[src/rtl/rns_pkg.sv]
// rns_pkg: shared width, reset moduli and FSM states for the RNS add sequencer.
package rns_pkg;
    localparam int RES_W = 3;
    localparam int MOD1_RST = 7;
    localparam int MOD2_RST = 5;
    localparam int MOD3_RST = 3;
    typedef enum logic [2:0] {IDLE, CH1, CH2, CH3, DONE} state_t;
endpackage

[src/rtl/rns_add_sequencer_adder.sv]
// Adder_moduli_single: one-channel modular adder with operand range check.
module Adder_moduli_single #(
    parameter int RES_W = 3
) (
    input  logic [RES_W-1:0] a,
    input  logic [RES_W-1:0] b,
    input  logic [RES_W-1:0] m,
    output logic [RES_W-1:0] sum,
    output logic             bad
);
    logic [RES_W:0] s;
    logic [RES_W:0] d;
    assign s   = {1'b0, a} + {1'b0, b};
    assign d   = s - {1'b0, m};
    assign sum = s >= {1'b0, m} ? d[RES_W-1:0] : s[RES_W-1:0];
    assign bad = a >= m || b >= m;
endmodule

[src/rtl/rns_add_sequencer.sv]
// rns_add_sequencer: time-multiplexes one modular adder over three RNS channels.
module rns_add_sequencer #(
    parameter int RES_W = 3
) (
    input  logic             clk,
    input  logic             rst_n,
    input  logic             cfg_we,
    input  logic [RES_W-1:0] cfg_mod1,
    input  logic [RES_W-1:0] cfg_mod2,
    input  logic [RES_W-1:0] cfg_mod3,
    input  logic             in_valid,
    output logic             in_ready,
    input  logic             in_acc,
    input  logic [RES_W-1:0] a1,
    input  logic [RES_W-1:0] a2,
    input  logic [RES_W-1:0] a3,
    input  logic [RES_W-1:0] b1,
    input  logic [RES_W-1:0] b2,
    input  logic [RES_W-1:0] b3,
    output logic             out_valid,
    input  logic             out_ready,
    output logic [RES_W-1:0] sum1,
    output logic [RES_W-1:0] sum2,
    output logic [RES_W-1:0] sum3,
    output logic             err,
    output logic [RES_W-1:0] mod1,
    output logic [RES_W-1:0] mod2,
    output logic [RES_W-1:0] mod3
);
    import rns_pkg::*;

    state_t state, state_next;
    logic [RES_W-1:0] a_in [3];
    logic [RES_W-1:0] a_r [3];
    logic [RES_W-1:0] b_r [3];
    logic [RES_W-1:0] s_r [3];
    logic [RES_W-1:0] acc [3];
    logic [RES_W-1:0] m_r [3];
    logic             err_r, accept, fire, cfg_ok, ch_active, add_bad;
    logic [1:0]       ch;
    logic [RES_W-1:0] add_s;

    assign a_in      = '{a1, a2, a3};
    assign in_ready  = state == IDLE;
    assign out_valid = state == DONE;
    assign accept    = in_ready && in_valid;
    assign fire      = out_valid && out_ready;
    assign cfg_ok    = in_ready && cfg_we && !in_valid && cfg_mod1 > RES_W'(1)
                       && cfg_mod2 > RES_W'(1) && cfg_mod3 > RES_W'(1);
    assign ch_active = state == CH1 || state == CH2 || state == CH3;
    assign ch        = state == CH2 ? 2'd1 : state == CH3 ? 2'd2 : 2'd0;
    assign {sum1, sum2, sum3} = {s_r[0], s_r[1], s_r[2]};
    assign {mod1, mod2, mod3} = {m_r[0], m_r[1], m_r[2]};
    assign err = err_r;

    Adder_moduli_single #(.RES_W(RES_W)) u_add (
        .a(a_r[ch]), .b(b_r[ch]), .m(m_r[ch]), .sum(add_s), .bad(add_bad)
    );

    always_comb begin
        state_next = state;
        state_next = accept ? CH1 : state == CH1 ? CH2 : state == CH2 ? CH3 :
                     state == CH3 ? DONE : fire ? IDLE : state;
    end

    always_ff @(posedge clk) begin
        if (!rst_n) begin
            state <= IDLE;
            err_r <= 1'b0;
            s_r   <= '{default: '0};
            acc   <= '{default: '0};
            m_r   <= '{RES_W'(MOD1_RST), RES_W'(MOD2_RST), RES_W'(MOD3_RST)};
        end else begin
            state <= state_next;
            if (accept) begin
                for (int i = 0; i < 3; i++) begin
                    a_r[i] <= in_acc ? acc[i] : a_in[i];
                end
                b_r <= '{b1, b2, b3};
            end
            if (ch_active) begin
                s_r[ch] <= add_s;
                if (add_bad) err_r <= 1'b1;
            end
            // an errored result is presented as all-zero sums
            if (state == CH3 && (err_r || add_bad)) s_r <= '{default: '0};
            if (fire) begin
                if (!err_r) acc <= s_r;
                err_r <= 1'b0;
            end
            if (cfg_ok) m_r <= '{cfg_mod1, cfg_mod2, cfg_mod3};
        end
    end
endmodule

[config.mk]
export PLATFORM = sky130hd
export DESIGN_NAME = rns_add_sequencer
export DESIGN_NICKNAME = d
export VERILOG_FILES = /design/src/rtl/rns_pkg.sv /design/src/rtl/rns_add_sequencer_adder.sv /design/src/rtl/rns_add_sequencer.sv
export SDC_FILE = /design/constraint.sdc
export NUM_CORES = 1
export LEC_CHECK = 0
export ABC_AREA = 1
export CAP_MARGIN = 20
export CORE_AREA = 2 2 78 80
export CTS_BUF_LIST = sky130_fd_sc_hd__clkbuf_4 sky130_fd_sc_hd__clkbuf_8
export DETAILED_ROUTE_END_ITERATION = 10
export DIE_AREA = 0 0 80 82
export HOLD_SLACK_MARGIN = 0.05
export PLACE_DENSITY = 0.78
export SYNTH_ARGS = -nofsm -noshare
export SYNTH_HDL_FRONTEND = slang
export SYNTH_SLANG_ARGS = --single-unit
[constraint.sdc]
create_clock -name clk -period 4.2 [get_ports clk]
set_input_delay 0.84 -clock clk [delete_from_list [all_inputs] [get_ports clk]]
set_output_delay 0.84 -clock clk [all_outputs]
set_load 0.01 [all_outputs]
==> impl_metrics.ini, run 1 <==
[floorplan]
std_cell_rows = 28
die_h_um = 82
core_area_um2 = 5750
boundaryPins = 54
fp.dieArea_um2 = 6560
die_w_um = 80
initial_core_util_pct = 43.2

[critical_path]
critical_path_required_ns = 4.44
path_class = flip-flop to flip-flop
end_kind = flip-flop
startpoint_type = flip-flop
cp_max_fo = 11
cp_slowest_cell = nor2_2
crit_chain = inv_2 > nand2_4 > nor2_2 > inv_1 > o21ai_0 > inv_1 > ha_1 > inv_1 > fa_1 > xor2_1 > inv_1 > ha_1 > nand2_1 > nand2_1 > nor2_1 > nand2_1 > nand2_1 > nand3_1 > nand2_1 > inv_1 > nor2_1
slowest_delay_ns = 0.47
critPathArrivalTime_ns = 3.91

[sta]
tightest_slew_ns = 0.569
min_period_ns = 3.67
drv_slew = 0
fin_worst_skew_ns = 0.0129
tns_ns = 0
fmax_mhz = 272
rsz0062_at_grt = false
finalHoldViolCount = 0
slew_headroom_pct = 62.0
period_share_pct = 87.4
setup-violations-final = 0
worst_hold_slack_ns = 0.494

[placed_design]
port-buffer-count = 53
dp_hpwl_mm = 4.42
routabilityCongestion = 0.890

[clock_tree]
clock_latency_ns = 0.31
clockRootBuffer = clkbuf_8
path_clk_slew_ns = 0.09
numCtsBuffers = 5
cts.sinks = 49
ctsHoldBuffers = 0
cts_buffer_depth = 2
cts_setup_buffers = 0
htree_num_levels = 2
cts_tree = yes
cts_resized = 0

[power]
p_leak_uw = 0.00139
ir_worst_vdd_mv = 0.283
powerDensity_nw_per_um2 = 398
power_uw = 1280

[final_layout]
drive_gt1_share_pct = 10.8
final_util_pct = 55.7
reg_top3 = a_r (9), acc (9), b_r (9)
antennaDiodeCount = 0
layout_common_cells = clkdlybuf4s50_1 (53), nand2_1 (51), inv_1 (41), nor2_1 (32), dfxtp_1 (31)
nNetsFinal = 389
final_common_cell = clkdlybuf4s50_1
area_growth_pct = 29.0

[flow_run]
maxCapViolations = 0

[logic_synthesis]
synth_top_area_cell = dfxtp_1
yosysWarnings = 0
synth_edf_count = 18
syn_inst = 287
ys_ff_latch = 49
synth_nets = 334
seq_area_frac_synth_pct = 46.8
ys_async_sr_fraction_pct = 0
synthTopCellsByArea = dfxtp_1 (25%), edfxtp_1 (22%), nand2_1 (7.7%), inv_1 (6.2%), ha_1 (6.0%)
synthFlopType = dfxtp_1
syn-cell-area_um2 = 2480
yosys.area.top_type_share_pct = 25.0
synth_cell_types = 31
avgSynthCellArea_um2 = 8.65

[drt]
maxUsedRoutingLayer = met4
route.met2.wl_mm = 2.90
wl_met1_mm = 2.60
ant_nets = 0
drt_first_pass_iters = 5
wl_met3_um = 292
avgRoutedWirePerCell_um = 14.0
drc = 0
dr.first_iter.drc_count = 127
finalWirelength_mm = 5.84
vias_per_cell = 5.05
vias = 2109

[global_route]
grt_max_degree = 21
grt_overflow_total = 0
grt_pass1_vias = 2077
antenna_found_initial = 0
grt_pass1_wl_mm = 9.75
grt_util_all_layers_pct = 19.1

[status]
status = finished, final reports clean

[min_path]
hp-class = flip-flop to flip-flop
-- layer usage --
layer | track usage (%) | vias to the layer above
li1 | - | 1060
met1 | 24.4 | 995
met2 | 33.1 | 49
met3 | 4.07 | 5
met4 | 4.92 | 0
met5 | 0 | -
-- per-stage QoR --
stage,cells,instance area [µm²],worst slack (ns)
after floorplan,287,2480,1.29
after global placement,410,3090,0.732
after detailed placement,410,3090,0.601
after CTS,418,3200,0.594
after global routing,418,3200,0.126
final,418,3200,0.530
-- power breakdown --
part	switching, µW	internal (µW)	leakage, µW
clock	165	182	0.0000591
combinational	213	159	0.000914
sequential	29.8	526	0.000420
-- final cells by class --
type                       count  area, µm²
timing repair buffer          55        546
clock buffer                   5       68.8
sequential                    49       1160
clock inverter                 3       47.5
inverter                      44        165
fill                         529       2540
tap                           75       93.8
multi-input combinational    187       1120
-- cell usage after synthesis, types with 3 or more instances --
cell type	n
dfxtp_1	31
mux2_2	9
edfxtp_1	18
inv_2	3
a21oi_1	7
nor2_1	32
ha_1	12
clkbuf_1	4
nand2_1	51
nand4_1	7
a221oi_2	4
nor3_1	11
nand2_2	4
inv_1	41
nand3_1	18
o21ai_0	13
-- path summary, 6_finish.rpt --
| kind | cells after the start | slack [ns] | end | start |
|---|---|---|---|---|
| min reg2reg | 2 | 0.49 | mod2[0] | mod2[0] |
| max | 21 | 0.53 | sum1[0] | state[2] |
| min | 2 | 0.49 | mod2[0] | mod2[0] |
| max reg2reg | 21 | 0.53 | sum1[0] | state[2] |
-- worst max-delay path, delay by kind of cell (launching register included) --
family / cells / cell delay, ns
compound gates: 1 / 0.27
xor+xnor: 1 / 0.21
fa+ha+maj: 3 / 0.68
buf+inv: 6 / 0.63
flops: 1 / 0.39
simple gates: 10 / 1.43
-- cells by family (layout without fill, tap and decap cells) --
logic type | Yosys count | after routing | synth area share, %
simple gates | 130 | 130 | 23.8
buf+inv | 51 | 107 | 8.11
flops | 49 | 49 | 46.8
compound gates | 33 | 33 | 9.22
fa+ha+maj | 14 | 14 | 7.66
mux | 9 | 9 | 4.08
xor+xnor | 1 | 1 | 0.353
Note: power is estimated with default switching activity, not from simulation.
==> inputs of run 2 (changes only) <==
Settings changed: CTS_CLUSTER_DIAMETER from default to 150, PLACE_DENSITY 0.78 to 0.81.
Clock period 4.2 ns to 3.15 ns, I/O delays scaled along.
==> run 2 against run 1 <==
Net effect:
- flip-flop and latch count unchanged
- register-to-register slack worse by 0.38 ns
- clock skew down 0.0034 ns
- total power up 37%
- worst setup slack worse by 0.38 ns
- fmax up 22%
- die area unchanged
==> impl_metrics.ini, run 2 (synthesized netlist as in run 1, its figures left out) <==
[clock_tree]
clock_latency_ns = 0.31
cts_buffer_depth = 2
path_clk_slew_ns = 0.10
htree_num_levels = 2
cts_tree = yes
numCtsBuffers = 5
cts.sinks = 49
ctsHoldBuffers = 0
clockRootBuffer = clkbuf_8

[global_route]
grt_pass1_vias = 2167
grt_overflow_total = 0
grt_max_degree = 20
grt_pass1_wl_mm = 10.0
grt_util_all_layers_pct = 20.1
antenna_found_initial = 0

[critical_path]
startpoint_type = flip-flop
critPathArrivalTime_ns = 3.26
startpoint = state[2]
critical_path_required_ns = 3.41
worstReg2RegStart = state[2]
path_class = flip-flop to flip-flop
cp_max_fo = 7
end_kind = flip-flop

[drt]
drt_first_pass_iters = 4
vias_per_cell = 5.19
finalWirelength_mm = 6.60
dr.first_iter.drc_count = 181
avgRoutedWirePerCell_um = 15.3
ant_nets = 0
drc = 0
vias = 2237

[placed_design]
placed_cells = 418
placed_area_um2 = 3150
routabilityCongestion = 0.951
dp_hpwl_mm = 4.55
port-buffer-count = 53

[floorplan]
die_w_um = 80
initial_core_util_pct = 43.2
die_h_um = 82
fp.dieArea_um2 = 6560
std_cell_rows = 28
boundaryPins = 54
core_area_um2 = 5750

[sta]
fmax_mhz = 333
fin_worst_skew_ns = 0.00943
finalHoldViolCount = 0
drv_slew = 0
slew_headroom_pct = 48.8
period_share_pct = 95.2
tightest_slew_ns = 0.768
tns_ns = 0
setup-violations-final = 0
min_period_ns = 3.00

[final_layout]
nNetsFinal = 402
fillCellCount = 492
finalNonFillerCells = 431
drive_gt1_share_pct = 18.3
final_area_um2 = 3390
reg_top3 = a_r (9), acc (9), b_r (9)
area_growth_pct = 36.4
seq_area_um2 = 1170
layout_common_cells = clkdlybuf4s50_1 (53), nand2_1 (47), inv_1 (41), nor2_1 (29), dfxtp_1 (29)
antennaDiodeCount = 0
multiInputGateArea_um2 = 1220
final_common_cell = clkdlybuf4s50_1

[power]
p_leak_uw = 0.00146
power_uw = 1750
ir_worst_vdd_mv = 0.337
powerDensity_nw_per_um2 = 516

[min_path]
worstHoldStart = mod2[2]
hp-class = flip-flop to flip-flop

[flow_run]
maxCapViolations = 0

[status]
status = finished, final reports clean
## run 2: layout make-up
cell class	instances	share of cell area (%)
clock buffer	5	2.03
clock inverter	3	0.849
inverter	44	4.87
multi-input combinational	187	36.0
sequential	49	34.5
tap	75	2.77
timing repair buffer	68	19.0
## run 2: where the power goes
group,switching [µW],internal [µW]
clock network,235,166
logic,336,266
registers,42.9,701
total,614,1130
## run 2: metal layers
| metal | routed length (µm) | GRT usage [%] | vias to the layer above |
|---|---|---|---|
| met2 | 3330 | 34.7 | 85 |
| li1 | - | - | 1092 |
| met4 | 174 | 5.59 | 0 |
| met3 | 405 | 5.49 | 21 |
| met1 | 2700 | 24.6 | 1039 |
| met5 | 0 | 0 | - |
## run 2: worst paths after layout
path             end  slack, ns  cells past startpoint
max reg2reg  sum1[2]       0.15                     19
min          mod2[2]       0.50                      2
min reg2reg  mod2[2]       0.50                      2
max          sum1[2]       0.15                     19
## run 2: timing repair
| action | CTS | global route |
|---|---|---|
| pin swaps | 2 | 7 |
| setup buffers | 0 | 5 |
| endpoints found under the setup margin | 9 | 9 |
| resized for setup | 6 | 19 |
## run 2: critical path, cell delays in order (launching register included)
cell and delay, ns:
dfxtp_4 0.38, inv_2 0.10, nand2_4 0.07, buf_4 0.18, a221oi_4 0.30, inv_1 0.07
ha_1 0.22, inv_1 0.08, fa_2 0.48, inv_1 0.10, ha_1 0.24, nand2_1 0.07
nor2_1 0.06, nor2_4 0.12, nand2_2 0.08, nand2_2 0.08, nand3_1 0.09, nand2_1 0.11
inv_1 0.04, nor2_1 0.07
## run 2: stage by stage
step                      setup slack [ns]  hold WS (ns)  util [%]
after detailed placement           -0.0570         0.482      54.8
final                                0.151         0.499      59.0
after floorplan                      0.242         0.471         -
after global placement              0.0701         0.480      54.8
after CTS                           0.0545         0.495      56.9
after global routing               -0.0541         0.517      59.0
==> inputs of run 3 (changes only) <==
Settings changed: CTS_CLUSTER_DIAMETER 150 to 30, GPL_ROUTABILITY_DRIVEN from default to 1.
==> results of run 3 <==
Same layout as run 2: the final DEF is identical, and so are final timing and power.
